<file path="src/rtl/usr_seq_ctrl.sv">
// ---------------------------------------------------------------------------
// usr_seq_ctrl
// Command sequencer for a universal shift register. A host hands over one
// LOAD / SHR / SHL / ROTR command through a valid/ready handshake. The
// controller then drives the register's mode, parallel data and serial-fill
// inputs for the required number of cycles. When the command completes it
// captures the register contents into `result` and pulses `done`.
//
// Optional feature macro: USR_SEQ_CTRL_ROTATE_EN
//   defined   : ROTR rotates right `cmd_count` times (LSB fed back to MSB)
//   undefined : ROTR is accepted but runs as a count-0 no-op
//
// Ports
//   clk          rising-edge clock
//   reset        asynchronous active-low reset
//   cmd_valid    command present
//   cmd_ready    controller can accept a command (IDLE and out of reset)
//   cmd_op       00 LOAD, 01 SHR, 10 SHL, 11 ROTR
//   cmd_fill     serial fill bit for SHR/SHL
//   cmd_count    shift count (ignored for LOAD)
//   cmd_data     parallel load value
//   sr_mode      register mode: 00 hold, 01 right, 10 left, 11 load
//   sr_data_in   register parallel input (latched cmd_data)
//   sr_sin_left  register left-shift serial input
//   sr_sin_right register right-shift serial input
//   sr_data_out  register contents
//   busy         command in progress
//   done         one-cycle completion pulse
//   result       register contents captured at completion
// ---------------------------------------------------------------------------
module usr_seq_ctrl #(
  parameter int WIDTH = 4,
  parameter int CNT_W = 3
) (
  input  logic             clk,
  input  logic             reset,
  input  logic             cmd_valid,
  output logic             cmd_ready,
  input  logic [1:0]       cmd_op,
  input  logic             cmd_fill,
  input  logic [CNT_W-1:0] cmd_count,
  input  logic [WIDTH-1:0] cmd_data,
  output logic [1:0]       sr_mode,
  output logic [WIDTH-1:0] sr_data_in,
  output logic             sr_sin_left,
  output logic             sr_sin_right,
  input  logic [WIDTH-1:0] sr_data_out,
  output logic             busy,
  output logic             done,
  output logic [WIDTH-1:0] result
);

  localparam logic [1:0] OP_LOAD = 2'b00;
  localparam logic [1:0] OP_SHR  = 2'b01;
  localparam logic [1:0] OP_SHL  = 2'b10;
  localparam logic [1:0] OP_ROTR = 2'b11;

  localparam logic [1:0] MODE_HOLD  = 2'b00;
  localparam logic [1:0] MODE_RIGHT = 2'b01;
  localparam logic [1:0] MODE_LEFT  = 2'b10;
  localparam logic [1:0] MODE_LOAD  = 2'b11;

  localparam logic [CNT_W-1:0] CNT_ZERO = '0;
  localparam logic [CNT_W-1:0] CNT_ONE  = CNT_W'(1);

  typedef enum logic [1:0] {
    S_IDLE  = 2'b00,
    S_LOAD  = 2'b01,
    S_SHIFT = 2'b10,
    S_CAPT  = 2'b11
  } state_e;

  state_e           state_q,  state_d;
  logic [1:0]       op_q,     op_d;
  logic             fill_q,   fill_d;
  logic [CNT_W-1:0] cnt_q,    cnt_d;
  logic [WIDTH-1:0] data_q,   data_d;
  logic [1:0]       mode_q,   mode_d;
  logic             sin_l_q,  sin_l_d;
  logic             sin_r_q,  sin_r_d;
  logic             rot_q,    rot_d;
  logic             busy_q,   busy_d;
  logic             done_q,   done_d;
  logic [WIDTH-1:0] result_q, result_d;

  // Next-state and next-output decode for the sequencer FSM.
  always_comb begin
    state_d  = state_q;
    op_d     = op_q;
    fill_d   = fill_q;
    cnt_d    = cnt_q;
    data_d   = data_q;
    mode_d   = mode_q;
    sin_l_d  = sin_l_q;
    sin_r_d  = sin_r_q;
    rot_d    = rot_q;
    result_d = result_q;
    done_d   = 1'b0;

    case (state_q)
      S_IDLE: begin
        if (cmd_valid) begin
          // Every field is latched on acceptance; later input changes are ignored.
          op_d   = cmd_op;
          fill_d = cmd_fill;
          cnt_d  = cmd_count;
          data_d = cmd_data;
          case (cmd_op)
            OP_LOAD: begin
              state_d = S_LOAD;
              mode_d  = MODE_LOAD;
            end
            OP_SHR: begin
              if (cmd_count != CNT_ZERO) begin
                state_d = S_SHIFT;
                mode_d  = MODE_RIGHT;
                sin_r_d = cmd_fill;
              end else begin
                state_d = S_CAPT;
              end
            end
            OP_SHL: begin
              if (cmd_count != CNT_ZERO) begin
                state_d = S_SHIFT;
                mode_d  = MODE_LEFT;
                sin_l_d = cmd_fill;
              end else begin
                state_d = S_CAPT;
              end
            end
            OP_ROTR: begin
`ifdef USR_SEQ_CTRL_ROTATE_EN
              if (cmd_count != CNT_ZERO) begin
                state_d = S_SHIFT;
                mode_d  = MODE_RIGHT;
                rot_d   = 1'b1;
              end else begin
                state_d = S_CAPT;
              end
`else
              // Rotation not built in: behave as a count-0 command.
              state_d = S_CAPT;
`endif
            end
            default: begin
              state_d = S_CAPT;
            end
          endcase
        end else begin
          state_d = S_IDLE;
        end
      end

      S_LOAD: begin
        state_d = S_CAPT;
        mode_d  = MODE_HOLD;
      end

      S_SHIFT: begin
        // The last shift happens on the edge that leaves SHIFT.
        if (cnt_q <= CNT_ONE) begin
          state_d = S_CAPT;
          mode_d  = MODE_HOLD;
          sin_l_d = 1'b0;
          sin_r_d = 1'b0;
          rot_d   = 1'b0;
        end else begin
          cnt_d = cnt_q - CNT_ONE;
        end
      end

      S_CAPT: begin
        state_d  = S_IDLE;
        result_d = sr_data_out;
        done_d   = 1'b1;
      end

      default: begin
        state_d = S_IDLE;
        mode_d  = MODE_HOLD;
        sin_l_d = 1'b0;
        sin_r_d = 1'b0;
        rot_d   = 1'b0;
      end
    endcase

    busy_d = (state_d != S_IDLE);
  end

  // State, latched command fields and registered outputs.
  always_ff @(posedge clk or negedge reset) begin
    if (!reset) begin
      state_q  <= S_IDLE;
      op_q     <= 2'b00;
      fill_q   <= 1'b0;
      cnt_q    <= CNT_ZERO;
      data_q   <= '0;
      mode_q   <= MODE_HOLD;
      sin_l_q  <= 1'b0;
      sin_r_q  <= 1'b0;
      rot_q    <= 1'b0;
      busy_q   <= 1'b0;
      done_q   <= 1'b0;
      result_q <= '0;
    end else begin
      state_q  <= state_d;
      op_q     <= op_d;
      fill_q   <= fill_d;
      cnt_q    <= cnt_d;
      data_q   <= data_d;
      mode_q   <= mode_d;
      sin_l_q  <= sin_l_d;
      sin_r_q  <= sin_r_d;
      rot_q    <= rot_d;
      busy_q   <= busy_d;
      done_q   <= done_d;
      result_q <= result_d;
    end
  end

  // Ready is forced low while reset is held, even though the state already reads IDLE.
  assign cmd_ready    = reset & (state_q == S_IDLE);
  assign sr_mode      = mode_q;
  assign sr_data_in   = data_q;
  assign sr_sin_left  = sin_l_q;
  // Rotation feeds the live LSB back into the MSB on every shift.
  assign sr_sin_right = rot_q ? sr_data_out[0] : sin_r_q;
  assign busy         = busy_q;
  assign done         = done_q;
  assign result       = result_q;

endmodule

</file>
<file path="config.mk">
export PLATFORM = sky130hd
export DESIGN_NAME = usr_seq_ctrl
export DESIGN_NICKNAME = d
export VERILOG_FILES = /design/src/rtl/usr_seq_ctrl.sv
export SDC_FILE = /design/constraint.sdc
export NUM_CORES = 1
export LEC_CHECK = 0
export CORE_ASPECT_RATIO = 1.4
export CORE_MARGIN = 3
export CORE_UTILIZATION = 46
export CTS_CLUSTER_DIAMETER = 100
export DETAILED_ROUTE_END_ITERATION = 12
export PLACE_DENSITY_LB_ADDON = 0.25
export SYNTH_ARGS = -nofsm -noshare
export SYNTH_HDL_FRONTEND = slang
export SYNTH_SLANG_ARGS = --single-unit
</file>
<file path="constraint.sdc">
create_clock -name clk -period 2.12 [get_ports clk]
set_input_delay 0.424 -clock clk [delete_from_list [all_inputs] [get_ports clk]]
set_output_delay 0.424 -clock clk [all_outputs]
set_load 0.05 [all_outputs]
</file>
**Word-level counts from Yosys, hierarchy flattened**

Index checks and enable logic that the tools add are counted.

- Flip-flop bits (word level): 19
- Bits of input ports: 17
- Output and inout bits: 15

- Add/sub/neg operators: 1
- Order comparisons: 1
- Equal/unequal tests: 15
- Multiplexer cells: 23
- Bitwise logic cells: 1
- Reduce and logical (&&, ||, !) cells: 12

Operator list:

| cell | count |
|---|---|
| $pmux 2 s3 | 3 |
| $mux 2 | 6 |
| $reduce_and 5->1 | 2 |
| $eq 2x2->1 const B | 4 |
| $mux 1 | 8 |
| $ne 2x2->1 const B | 4 |
| $pmux 2 s4 | 1 |
| $mux 3 | 2 |
| $ne 3x3->1 const B | 2 |
| $pmux 3 s2 | 1 |
| $reduce_and 6->1 | 1 |
| $reduce_bool 3->1 | 2 |
| $eq 2x1->1 const B | 2 |
| $logic_not 2->1 | 2 |
| $ne 2x1->1 const B | 2 |
| $ne 4x1->1 const B | 1 |
| $pmux 1 s2 | 2 |
| $reduce_bool 2->1 | 2 |
| $le 3x1->1 const B | 1 |
| $reduce_and 3->1 | 1 |
| $sub 3x1->3 const B | 1 |
| $reduce_and 2->1 | 1 |
| $reduce_or 2->1 | 1 |
| $and 1x1->1 | 1 |

**Longest topological paths before layout**

- Depth in word-level cells: 6
- Gate-level depth with buffers: 7
- Gate-level depth less buffers: 6

**Worst setup path before layout**

No wires, ideal clock.

- Path type: reg2reg
- Start point: register state_q[0]
- End point: register mode_q[0] (netlist: sr_mode[0])
- Data arrival time: 1554 ps
- Data required time: 1992 ps
- Path slack: 438 ps
- Cell stages (with the launch flop): 7
- Buffers on the path: 1
- Period minus slack after synthesis: 1682 ps
- Cells stage by stage: dfrtp_1 inv_1 ha_1 clkbuf_2 a21boi_2 a211oi_2 mux2_1

- Cells in the longest elaborated chain, start to end: 3
- Elaborated cells on any way between the ends: 11
- Those cells by class: 7 x eq/ne; 1 x mux; 3 x reduce/logical

RTL lines:

| element | RTL line | text |
|---|---|---|
| start: declaration | 73 | `state_e state_q, state_d;` |
| start signal: assignment | 206 | `state_q <= state_d;` |
| $logic_not 2->1, or another cell as far along | - |  |
| $ne 4x1->1 (no line), or another cell as far along | - |  |
| $reduce_and 6->1 (no line) | - |  |
| end signal: assignment | 211 | `mode_q <= mode_d;` |
| end: declaration | 78 | `logic [1:0] mode_q, mode_d;` |

Parallel ways exist; a longest one is shown, timed or not.
A chain may end at the register's enable or synchronous reset.

**Worst setup path in the final report**

- Start point: register state_q[0]
- End point: output port cmd_ready

- Cells in the longest elaborated chain, start to end: 2

RTL lines:

| element | RTL line | text |
|---|---|---|
| $logic_not 2->1 | - |  |
| $and 1x1->1 | 222 | `assign cmd_ready = reset & (state_q == S_IDLE);` |
| end: declaration | 38 | `output logic cmd_ready,` |

Every way passes these cells.

==> summary.md <==
| Metric | Value |
|---|---|
| DRT Pass-1 Iters | `4` |
| Crit. End Element | `output pin` |
| HPWL after DPL | `between 1500 and 2000 um` |
| Antenna-violating nets left | `0` |
| Routed WL per cell | `14.2 um` |
| Synth cell types | `29` |
| Root Buffer | `clkbuf_4` |
| Number of gates resized after cts | `0` |
| Total power | `about 2.4 mW` |
| Clk sink count | `19` |
| Fin. max-slew vios | `0` |
| Via count | `~900` |
| Vias in the first global route | `910` |
| Largest family of logic cells by synthesized area | `adder cells` |
| Cell Area, Placed | `roughly 1500 um2` |
| Total wire length | `~2300 um` |
| Sequential fraction of the synthesis area | `0.433` |
| Min Tclk post-route | `a little under 2 ns` |
| Post-CTS setup buffers | `0` |
| Xor/xnor share of the synthesized area | `0` |
| Post-synthesis register bit count | `19` |
| GRT overflow | `0` |
| Port Buffers | `31` |
| Max Root-Sink Buffers | `2` |
| CTS tree | `yes` |
| Fmax | `510 MHz` |
| Sw frac | `0.487` |
| Placement Setup Slack | `-0.0929 ns` |
| Internal power consumption | `~1.2 mW` |
| Yosys top cell by area | `dfrtp_1` |
| Clock insertion delay at the later pin of the skew report | `0.30 ns` |
| Final Setup Violations | `0` |
| Compound-gate portion of the synthesized area | `0.156` |
| Non-Filler Instances | `163` |
| Switching power | `1.18 mW` |
| Fin. Hold Viols | `0` |
| Placed Instances | `around 160` |
| Antenna diode count | `0` |
| Hold WC Path Type | `in -> async` |
| Area grow syn2layout | `38.5%` |
| Worst reg2reg path depth | `5` |
| Htree depth | `1` |
| CP Launch Type | `flip-flop` |
| Max-slew headroom | `0.664` |
| Via density | `about 5.4` |
| Residual DRC | `0` |
| Top cells by area, synth | `dfrtp_1 (43%), ha_1 (17%), mux2_2 (8.2%)` |
| WS Path Type | `reg -> out` |
| Syn Inst Count | `100` |
| Reg power frac | `0.275` |
| Initial antenna violation count | `0` |
| Critical path destination | `cmd_ready` |
| Die width | `approximately 47 um` |
| Peak supply drop | `between 900 and 1000 uV` |
| GRT Resource Usage Total | `0.173` |
| Initial DRC count | `15` |
| Reg2reg end | `sr_mode[0]` |
| Synth Area in Simple Gates | `0.101` |
| Net count after synthesis | `approximately 130` |
| Power density cells | `1590 nW/um2` |
| Yosys warning count | `0` |
| NumNets Final | `roughly 170` |
| Yosys top cell area share | `0.433` |
| Crit path DAT | `roughly 1.5 ns` |
| Layout Cell Area excl Fill | `between 1500 and 2000 um2` |
| Req. time, crit path | `between 1.5 and 2 ns` |
| Clock power share | `0.077` |
| EDFF count, synth | `0` |
| Starting Density | `0.493` |
| IO Pins | `32` |
| Post-synthesis adder-cell area fraction | `0.171` |
| Site Rows | `20` |
| Clk pin slew, worst setup/hold paths | `approximately 0.11 ns` |
| RSZ-0062 raised after global routing | `no` |
| Main synth FF type | `dfrtp_1` |
| Comb power frac | `0.648` |
| Placer Congestion | `a little over 0.8` |
| MaxCap Viol Count | `0` |
| Multiplexer share of the synthesized area | `0.103` |
| Cell area after synthesis | `1100 um2` |
| Status | `complete, no violations` |
| Clock skew | `~0.002 ns` |
| First-pass GRT wire length | `between 3000 and 4000 um` |
| Die ar. | `between 3000 and 4000 um2` |
| Reg-to-reg slack, setup | `0.29 ns` |
| CP Launch Point | `state_q[0]` |
| Hold bufs inserted after CTS | `0` |
| Mean post-synth cell area | `roughly 11 um2` |
| R2R Path Start | `state_q[0]` |
| Share of cells above drive strength 1 | `0.177` |
| Final WS setup | `about 0.16 ns` |
| TritonCTS buffer count | `3` |
| Crit share post-route | `0.925` |
| Crit path max fanout | `7` |
| Largest net degree at the start of global routing | `20` |
| Die height | `63.8 um` |
| Slew at the pin closest to its max-slew limit | `between 0.5 and 0.6 ns` |
| Fin Hold WS | `approximately 0.46 ns` |
| Core ar. | `about 2200 um2` |
| Leak pwr | `~0.70 nW` |
| Post-synthesis async set-or-reset flop share | `1.00` |
[final cells by class]
| class | instances | area [um2] |
|---|---|---|
| clock buffers | 3 | 22.5 |
| clock inverters | 1 | 5.00 |
| fillers | 189 | 707 |
| inverters | 9 | 33.8 |
| multi-input cells | 71 | 583 |
| flip-flops and latches | 19 | 475 |
| well taps | 22 | 27.5 |
| repair buffers | 38 | 373 |
[cells in the final DEF, fill, tap and decap left out, drive strengths merged, types with 2 or more instances in the layout]
cell type      instances
buf                    8
ha                    15
o31ai                  2
clkdlybuf4s50         30
dfrtp                 19
mux2                  10
nand2                  5
nor2                   8
nor2b                  3
o21ai                  6
a211oi                 2
clkbuf                 3
a21oi                  5
inv                    9
[cell families after synthesis]
| family | Yosys count |
|---|---|
| adder cells (fa/ha/maj) | 15 |
| flip-flops | 19 |
| multiplexers | 10 |
| AO/OA/AOI/OAI | 24 |
| AND/OR/NAND/NOR | 22 |
| buffers and inverters | 10 |
[critical path: stages, from the launching register on]
cell and delay, ns:
dfrtp_1 0.45, inv_1 0.13, ha_1 0.30, and2_1 0.21
buf_12 0.14
[how the worst min path moves through the flow]
stage          slack (ns)     endpoint       start
2_1_floorplan        0.13         busy       reset
4_1_cts              0.47      sin_r_q       reset
3_5_place_dp         0.48   sr_mode[1]  sr_mode[1]
3_3_place_gp         0.47   sr_mode[0]  sr_mode[0]
5_1_grt              0.48     cnt_q[1]       reset
6_report             0.46  sr_sin_left       reset
[registers in the layout (all words and copies together), names as in the netlist]
signal	cells
busy	1
cnt_q	3
done	1
result	4
sin_r_q	1
sr_data_in	4
sr_mode	2
sr_sin_left	1
state_q	2
[cell usage after synthesis (all sizes together), types with 2 or more instances]
cell    number
ha          15
o21ai        6
o31ai        2
a211oi       2
mux2        10
nor2         8
nand2        5
inv          9
dfrtp       19
nor2b        3
a21oi        5
[stage by stage]
| step | setup TNS, ns | utilization |
|---|---|---|
| 4_1_cts | 0 | 0.683 |
| 3_3_place_gp | -0.0486 | 0.670 |
| 2_1_floorplan | 0 | - |
| 3_5_place_dp | -0.181 | 0.670 |
| 5_1_grt | 0 | 0.683 |
| 6_report | 0 | 0.683 |
[power by group through the flow]
stage | clock network (mW) | registers, mW | logic, mW
floorplan | 0 | 1.12 | 0.633
global placement | 0 | 0.661 | 1.54
detailed placement | 0 | 0.675 | 1.57
CTS | 0.198 | 0.666 | 1.58
global route | 0.212 | 0.693 | 1.69
finish | 0.187 | 0.665 | 1.57
[per-layer routing]
metal,routed length (um),GRT usage,share of wire,vias up
met5,0,0,0,-
met4,26,0.0519,0.011,0
met3,100,0.0423,0.043,5
met2,1280,0.290,0.55,21
met1,906,0.208,0.39,430
li1,-,-,-,430
(Power assumes the default switching activity.)
